<file path="config.mk">
export PLATFORM = sky130hd
export DESIGN_NAME = dmem_access_ctrl
export DESIGN_NICKNAME = d
export VERILOG_FILES = /design/src/rtl/rv32_mem_pkg.sv /design/src/rtl/mem_load_align.sv /design/src/rtl/dmem_access_ctrl.sv
export SDC_FILE = /design/constraint.sdc
export NUM_CORES = 1
export LEC_CHECK = 0
export ABC_AREA = 0
export CAP_MARGIN = 15
export CORE_MARGIN = 2
export CORE_UTILIZATION = 35
export CTS_BUF_LIST = sky130_fd_sc_hd__clkbuf_16
export CTS_CLUSTER_DIAMETER = 60
export DETAILED_ROUTE_END_ITERATION = 7
export PLACE_DENSITY = 0.71
export SLEW_MARGIN = 20
export SYNTH_ARGS = -nofsm -noshare
export SYNTH_HDL_FRONTEND = slang
export SYNTH_HIERARCHICAL = 1
export SYNTH_SLANG_ARGS = --single-unit
export TNS_END_PERCENT = 100
</file>
<file path="constraint.sdc">
create_clock -name clk -period 2.4 [get_ports clk]
set_input_delay 0.6 -clock clk [delete_from_list [all_inputs] [get_ports clk]]
set_output_delay 0.6 -clock clk [all_outputs]
set_load 0.02 [all_outputs]
</file>
<file path="src/rtl/rv32_mem_pkg.sv">
// Shared RV32I load/store definitions: funct3 codes, access-controller state
// encoding and the legality check used when an access enters the controller.
package rv32_mem_pkg;

    localparam logic [2:0] F3_LB  = 3'd0;
    localparam logic [2:0] F3_LH  = 3'd1;
    localparam logic [2:0] F3_LW  = 3'd2;
    localparam logic [2:0] F3_LBU = 3'd4;
    localparam logic [2:0] F3_LHU = 3'd5;

    localparam logic [2:0] F3_SB  = 3'd0;
    localparam logic [2:0] F3_SH  = 3'd1;
    localparam logic [2:0] F3_SW  = 3'd2;

    typedef enum logic [1:0] {
        ST_IDLE    = 2'd0,
        ST_REQ     = 2'd1,
        ST_WAIT_RD = 2'd2,
        ST_DONE    = 2'd3
    } mem_state_t;

    // Size is encoded in funct3[1:0] for both loads and stores (01 half, 10 word),
    // so one misalignment rule covers LH/LHU/SH and LW/SW.
    function automatic logic access_bad(input logic       we,
                                        input logic [2:0] funct3,
                                        input logic [1:0] off);
        logic illegal;
        logic misal;
        if (we) begin
            illegal = (funct3 > F3_SW);
        end else begin
            illegal = (funct3 == 3'd3) || (funct3 == 3'd6) || (funct3 == 3'd7);
        end
        misal = ((funct3[1:0] == 2'b01) && off[0]) ||
                ((funct3[1:0] == 2'b10) && (off != 2'b00));
        return illegal || misal;
    endfunction

endpackage

</file>
<file path="src/rtl/mem_load_align.sv">
// Load data alignment: shifts the addressed lane down to bit 0 and applies
// sign/zero extension according to funct3. Purely combinational.
module mem_load_align
    import rv32_mem_pkg::*;
(
    input  logic [31:0] i_rdata,
    input  logic [1:0]  i_off,
    input  logic [2:0]  i_funct3,
    output logic [31:0] o_data
);

    logic [31:0] w_shift;

    always_comb begin
        w_shift = i_rdata >> {i_off, 3'b000};
        case (i_funct3)
            F3_LB:   o_data = {{24{w_shift[7]}}, w_shift[7:0]};
            F3_LH:   o_data = {{16{w_shift[15]}}, w_shift[15:0]};
            F3_LBU:  o_data = {24'd0, w_shift[7:0]};
            F3_LHU:  o_data = {16'd0, w_shift[15:0]};
            default: o_data = w_shift;
        endcase
    end

endmodule

</file>
<file path="src/rtl/dmem_access_ctrl.sv">
// MEM-stage data-memory access controller: sequences one load/store at a time
// onto a req/gnt + rvalid port, stalling the pipeline until it completes.
module dmem_access_ctrl
    import rv32_mem_pkg::*;
#(
    parameter int TIMEOUT = 255
)
(
    input  logic        clk,
    input  logic        rst,
    input  logic        mem_valid,
    input  logic        mem_we,
    input  logic [2:0]  mem_funct3,
    input  logic [31:0] mem_addr,
    input  logic [31:0] mem_wdata,
    output logic        stall_out,
    output logic [31:0] load_data,
    output logic        load_valid,
    output logic        misalign_err,
    output logic        bus_err,
    output logic        dmem_req,
    output logic        dmem_we,
    output logic [31:0] dmem_addr,
    output logic [31:0] dmem_wdata,
    output logic [3:0]  dmem_mask,
    input  logic        dmem_gnt,
    input  logic        dmem_rvalid,
    input  logic [31:0] dmem_rdata,
    output logic [1:0]  dbg_state
);

    localparam int CW = $clog2(TIMEOUT + 1);
    localparam logic [CW-1:0] CNT_LAST = CW'(TIMEOUT - 1);

    mem_state_t    r_state;
    logic [CW-1:0] r_cnt;
    logic          r_we;
    logic [2:0]    r_funct3;
    logic [31:0]   r_addr;
    logic [31:0]   r_wdata;
    logic [3:0]    r_mask;
    logic          r_req;
    logic [31:0]   r_load_data;
    logic          r_load_valid;
    logic          r_bus_err;

    logic          w_bad;
    logic          w_accept;
    logic          w_timeout;
    logic [3:0]    w_mask;
    logic [31:0]   w_wdata;
    logic [31:0]   w_aligned;

    assign w_bad     = access_bad(mem_we, mem_funct3, mem_addr[1:0]);
    assign w_accept  = (r_state == ST_IDLE) && mem_valid && !w_bad;
    assign w_timeout = (r_cnt == CNT_LAST);

    // Store lanes: replicate the narrow datum across the word, the mask picks the lane.
    always_comb begin
        w_mask  = 4'b0000;
        w_wdata = mem_wdata;
        if (mem_we) begin
            case (mem_funct3)
                F3_SB: begin
                    w_mask  = 4'b0001 << mem_addr[1:0];
                    w_wdata = {4{mem_wdata[7:0]}};
                end
                F3_SH: begin
                    w_mask  = 4'b0011 << mem_addr[1:0];
                    w_wdata = {2{mem_wdata[15:0]}};
                end
                default: begin
                    w_mask  = 4'b1111;
                    w_wdata = mem_wdata;
                end
            endcase
        end
    end

    mem_load_align u_load_align (
        .i_rdata  (dmem_rdata),
        .i_off    (r_addr[1:0]),
        .i_funct3 (r_funct3),
        .o_data   (w_aligned)
    );

    // Handshake: dmem_req rises with we/addr/wdata/mask already stable and stays
    // high (payload unchanged) until the first cycle dmem_gnt is seen high; read
    // data is taken on dmem_rvalid only in that gnt cycle or in WAIT_RD. gnt and
    // rvalid seen in any other state are ignored.
    always_ff @(posedge clk) begin
        if (rst) begin
            r_state      <= ST_IDLE;
            r_cnt        <= '0;
            r_we         <= 1'b0;
            r_funct3     <= 3'd0;
            r_addr       <= 32'd0;
            r_wdata      <= 32'd0;
            r_mask       <= 4'd0;
            r_req        <= 1'b0;
            r_load_data  <= 32'd0;
            r_load_valid <= 1'b0;
            r_bus_err    <= 1'b0;
        end else begin
            r_load_valid <= 1'b0;
            r_bus_err    <= 1'b0;
            case (r_state)
                ST_IDLE: begin
                    r_cnt <= '0;
                    if (w_accept) begin
                        r_we     <= mem_we;
                        r_funct3 <= mem_funct3;
                        r_addr   <= mem_addr;
                        r_wdata  <= w_wdata;
                        r_mask   <= w_mask;
                        r_req    <= 1'b1;
                        r_state  <= ST_REQ;
                    end
                end
                ST_REQ: begin
                    r_cnt <= r_cnt + 1'b1;
                    if (dmem_gnt && (r_we || dmem_rvalid)) begin
                        r_req <= 1'b0;
                        if (!r_we) begin
                            r_load_data  <= w_aligned;
                            r_load_valid <= 1'b1;
                        end
                        r_state <= ST_DONE;
                    end else if (w_timeout) begin
                        r_req     <= 1'b0;
                        r_bus_err <= 1'b1;
                        r_load_data  <= 32'd0;
                        r_load_valid <= 1'b1;
                        r_state   <= ST_DONE;
                    end else if (dmem_gnt) begin
                        r_req   <= 1'b0;
                        r_state <= ST_WAIT_RD;
                    end
                end
                ST_WAIT_RD: begin
                    r_cnt <= r_cnt + 1'b1;
                    if (dmem_rvalid) begin
                        r_load_data  <= w_aligned;
                        r_load_valid <= 1'b1;
                        r_state      <= ST_DONE;
                    end else if (w_timeout) begin
                        r_bus_err    <= 1'b1;
                        r_load_data  <= 32'd0;
                        r_load_valid <= 1'b1;
                        r_state      <= ST_DONE;
                    end
                end
                default: begin
                    r_state <= ST_IDLE;
                end
            endcase
            // A timed-out store leaves the last load result untouched.
            if ((r_state == ST_REQ) && r_we && !dmem_gnt && w_timeout) begin
                r_load_data  <= r_load_data;
                r_load_valid <= 1'b0;
            end
        end
    end

    // Stall is combinational in IDLE so the access holds the pipeline the cycle it appears.
    always_comb begin
        case (r_state)
            ST_IDLE:    stall_out = mem_valid && !w_bad;
            ST_REQ:     stall_out = 1'b1;
            ST_WAIT_RD: stall_out = 1'b1;
            default:    stall_out = 1'b0;
        endcase
    end

    assign misalign_err = (r_state == ST_IDLE) && mem_valid && w_bad;
    assign load_data    = r_load_data;
    assign load_valid   = r_load_valid;
    assign bus_err      = r_bus_err;
    assign dmem_req     = r_req;
    assign dmem_we      = r_we;
    assign dmem_addr    = {r_addr[31:2], 2'b00};
    assign dmem_wdata   = r_wdata;
    assign dmem_mask    = r_mask;
    assign dbg_state    = r_state;

endmodule

</file>
==> summary.txt <==
Run status
  • Status: finished clean

Timing
  • Tmin final: 2.32 ns
  • RSZ-0062 raised after global routing: no
  • Period utilization: 96.8%
  • Finish-stage setup viols: 0
  • Final Hold Violating Endpoints: 0
  • Max-slew violations: 0
  • Max Clock Skew: 0.00911 ns
  • Worst hold margin: 0.450 ns
  • Worst-Margin Slew: 0.861 ns
  • Slew headroom: 42.6%
  • Fmax: 430 MHz

Pwr
  • Reg power frac: 32.9%
  • Clock Power Share: 39.0%
  • Combinational power share: 28.1%
  • Internal power: 0.00473 W
  • Pwr/cell area: 783 nW/µm²
  • Switching power share of the total: 30.1%
  • Leakage: 2.98 nW
  • Worst vdd ir: 0.000514 V
  • Switch Pwr: 0.00204 W

Clock tree
  • Sink Count: 117
  • CTS tree: yes
  • Worst-Skew Late Latency: 0.41 ns
  • Clock H-tree levels: 4
  • Inserted Clock Buffers: 17
  • CTS clk-pin slew, worst paths: 0.06 ns
  • Clk root buf: clkbuf_16
  • CTS Buffer Depth: 2

Routing
  • DR WL/cell: 14.5 µm
  • DRT iter0 DRCs: 238
  • Routed Antenna Nets: 0
  • Vias per inst: 4.86
  • DRC errors left: 0
  • Pre-Repair DR Iteration Count: 5
  • Drt total wl: 16,300 µm
  • Via count: 5,457

Die
  • Area of the core: 16,600 µm²
  • Total die area: 18,000 µm²
  • Starting Density: 35.8%
  • Chip height: 134 µm
  • Die X: 134 µm
  • IO Pins: 213
  • Rows: 47

GRT
  • Number of global-route vias before repair: 5,058
  • Congestion Overflow GR: 0
  • First-pass GRT wire length: 26,200 µm
  • Antenna violations before repair: 0
  • Largest net degree at the start of global routing: 81
  • GRT Util Overall: 17.9%

Run
  • Max cap viols: 0

Worst setup path
  • Worst Setup Start Kind: input port
  • Crit end category: primary output
  • Critical path required time: 1.80 ns
  • Setup CP Type: in2out
  • WP data arrival: 1.72 ns
  • CP max FO: 3

Cells and area
  • Synth-to-layout area growth: 45.6%
  • Post-route design area: 8640 µm²
  • Proportion of layout cells with a drive suffix above 1: 8.76%
  • ANT cells: 0
  • Fill cells: 1,592
  • Final nets: 1,000

Placed design
  • Placed inst area: 8030 µm²
  • HPWL Detailed: 11,500 µm
  • PortBufs: 210
  • Final Wtd Congestion: 0.815

Synthesis
  • Synth async-reset ratio: 0%
  • Seq/Total Area, Yosys: 39.5%
  • Synth warn: 6
  • Flop and latch count out of synthesis: 117
  • Synthesized area: 5930 µm²
  • Largest area contributor in the synthesized netlist: dfxtp_1
  • Number of synthesized flops with an enable pin: 0
  • Post-synth top area share: 39.5%
  • Main synth FF type: dfxtp_1
  • Top post-synthesis cells by area: dfxtp_1 (39%), nand2_1 (9.0%), a21oi_1 (6.7%)
  • Mapped Avg Cell Area: 8.24 µm²
  • Synth cell types: 47
  • Mapped Cells: 720

Worst hold path
  • Hold WC Path Type: reg2reg
==> cells by family after synthesis <==
logic type,count (synthesis),share of synthesized area (%)
compound gates,184,21.4
xor+xnor,4,0.591
fa+ha+maj,6,1.27
buf+inv,123,11.9
flops,117,39.5
mux,38,6.41
other cells,1,0.0632
simple gates,247,18.9
==> cells in the final DEF, fill, tap and decap left out, drive strengths merged, types with 3 or more instances in the layout <==
cell type        n
a211oi          25
ha               6
o211ai          18
clkinvlp         3
nand3            5
nand2          142
xor2             3
buf             27
nand2b          38
nor2b           10
inv             39
clkbuf          17
dlygate4sd2      4
mux2i           38
clkinv           7
dfxtp          117
clkdlybuf4s50  202
nor2            38
o21ai           16
bufinv           4
o32ai           33
a21oi           80
==> worst paths after layout <==
check | startpoint | end | slack, ns | depth (start not counted)
setup / recovery | mem_addr[1] | misalign_err | 0.08 | 5
hold / removal | dmem_wdata[30] | dmem_wdata[30] | 0.45 | 2
setup reg to reg | dbg_state[0] | dmem_mask[2] | 0.29 | 7
hold reg to reg | dmem_wdata[30] | dmem_wdata[30] | 0.45 | 2
==> critical path, stage by stage <==
cell             delay [ns]
clkdlybuf4s50_1        0.54
nor4_4                 0.06
buf_4                  0.15
nor3_1                 0.18
buf_2                  0.20
==> power groups by stage <==
| stage | registers [W] | clock network, W | logic [W] |
|---|---|---|---|
| floorplan | 0.00241 | 0 | 0.00103 |
| global placement | 0.00227 | 0 | 0.00189 |
| detailed placement | 0.00227 | 0 | 0.00191 |
| CTS | 0.00223 | 0.00271 | 0.00191 |
| global route | 0.00225 | 0.00280 | 0.00208 |
| finish | 0.00223 | 0.00264 | 0.00190 |
==> registers in the layout, indices dropped and copies added, names as in the netlist <==
signal and count:
load_valid 1, bus_err 1, r_funct3 3, dmem_we 1, r_addr 32, r_cnt 8, dmem_mask 4, dbg_state 2
dmem_wdata 32, load_data 32, dmem_req 1
==> cells in the mapped netlist (all sizes together) (10+ instances only) <==
cell type    n
a211oi      25
nor2        38
buf         63
o32ai       33
nand2b      38
dfxtp      117
nand2      142
o211ai      18
inv         38
clkbuf      22
o21ai       16
mux2i       38
a21oi       80
nor2b       10
==> final cells by class <==
| type | instances | area, µm² | share of cell area, % |
|---|---|---|---|
| clock buffers | 17 | 425 | 4.92 |
| clock inverters | 15 | 189 | 2.19 |
| inverters | 38 | 143 | 1.65 |
| multi-input cells | 481 | 2920 | 33.8 |
| flip-flops and latches | 117 | 2340 | 27.1 |
| well taps | 220 | 275 | 3.19 |
| repair buffers | 234 | 2350 | 27.2 |
==> routing by layer <==
layer | routed length (µm) | GRT usage [%] | vias to the layer above | share of wire, %
li1 | - | - | 2786 | -
met1 | 7360 | 23.9 | 2502 | 45
met2 | 7740 | 28.6 | 156 | 48
met3 | 958 | 4.54 | 13 | 5.9
met4 | 201 | 5.50 | 0 | 1.2
met5 | 0 | 0 | - | 0
==> metrics by stage <==
stage	TNS [ns]	std cells	power, W	util, %	setup WS (ns)
2_1_floorplan	0	721	0.00344	-	0.0359
3_3_place_gp	-19.51	1090	0.00415	48.4	-0.531
3_5_place_dp	-21.12	1090	0.00418	48.4	-0.558
4_1_cts	0	1122	0.00685	52.1	0.0631
5_1_grt	0	1122	0.00713	52.1	0.0119
6_report	0	1122	0.00677	52.1	0.0756
==> repair_timing <==
item,CTS,global route
setup endpoints to repair,2,1
resized for setup,15,1
hold buffers,0,0
setup buffers,0,0
pin swaps,3,0
No activity file was read; power rests on OpenSTA's default activity.
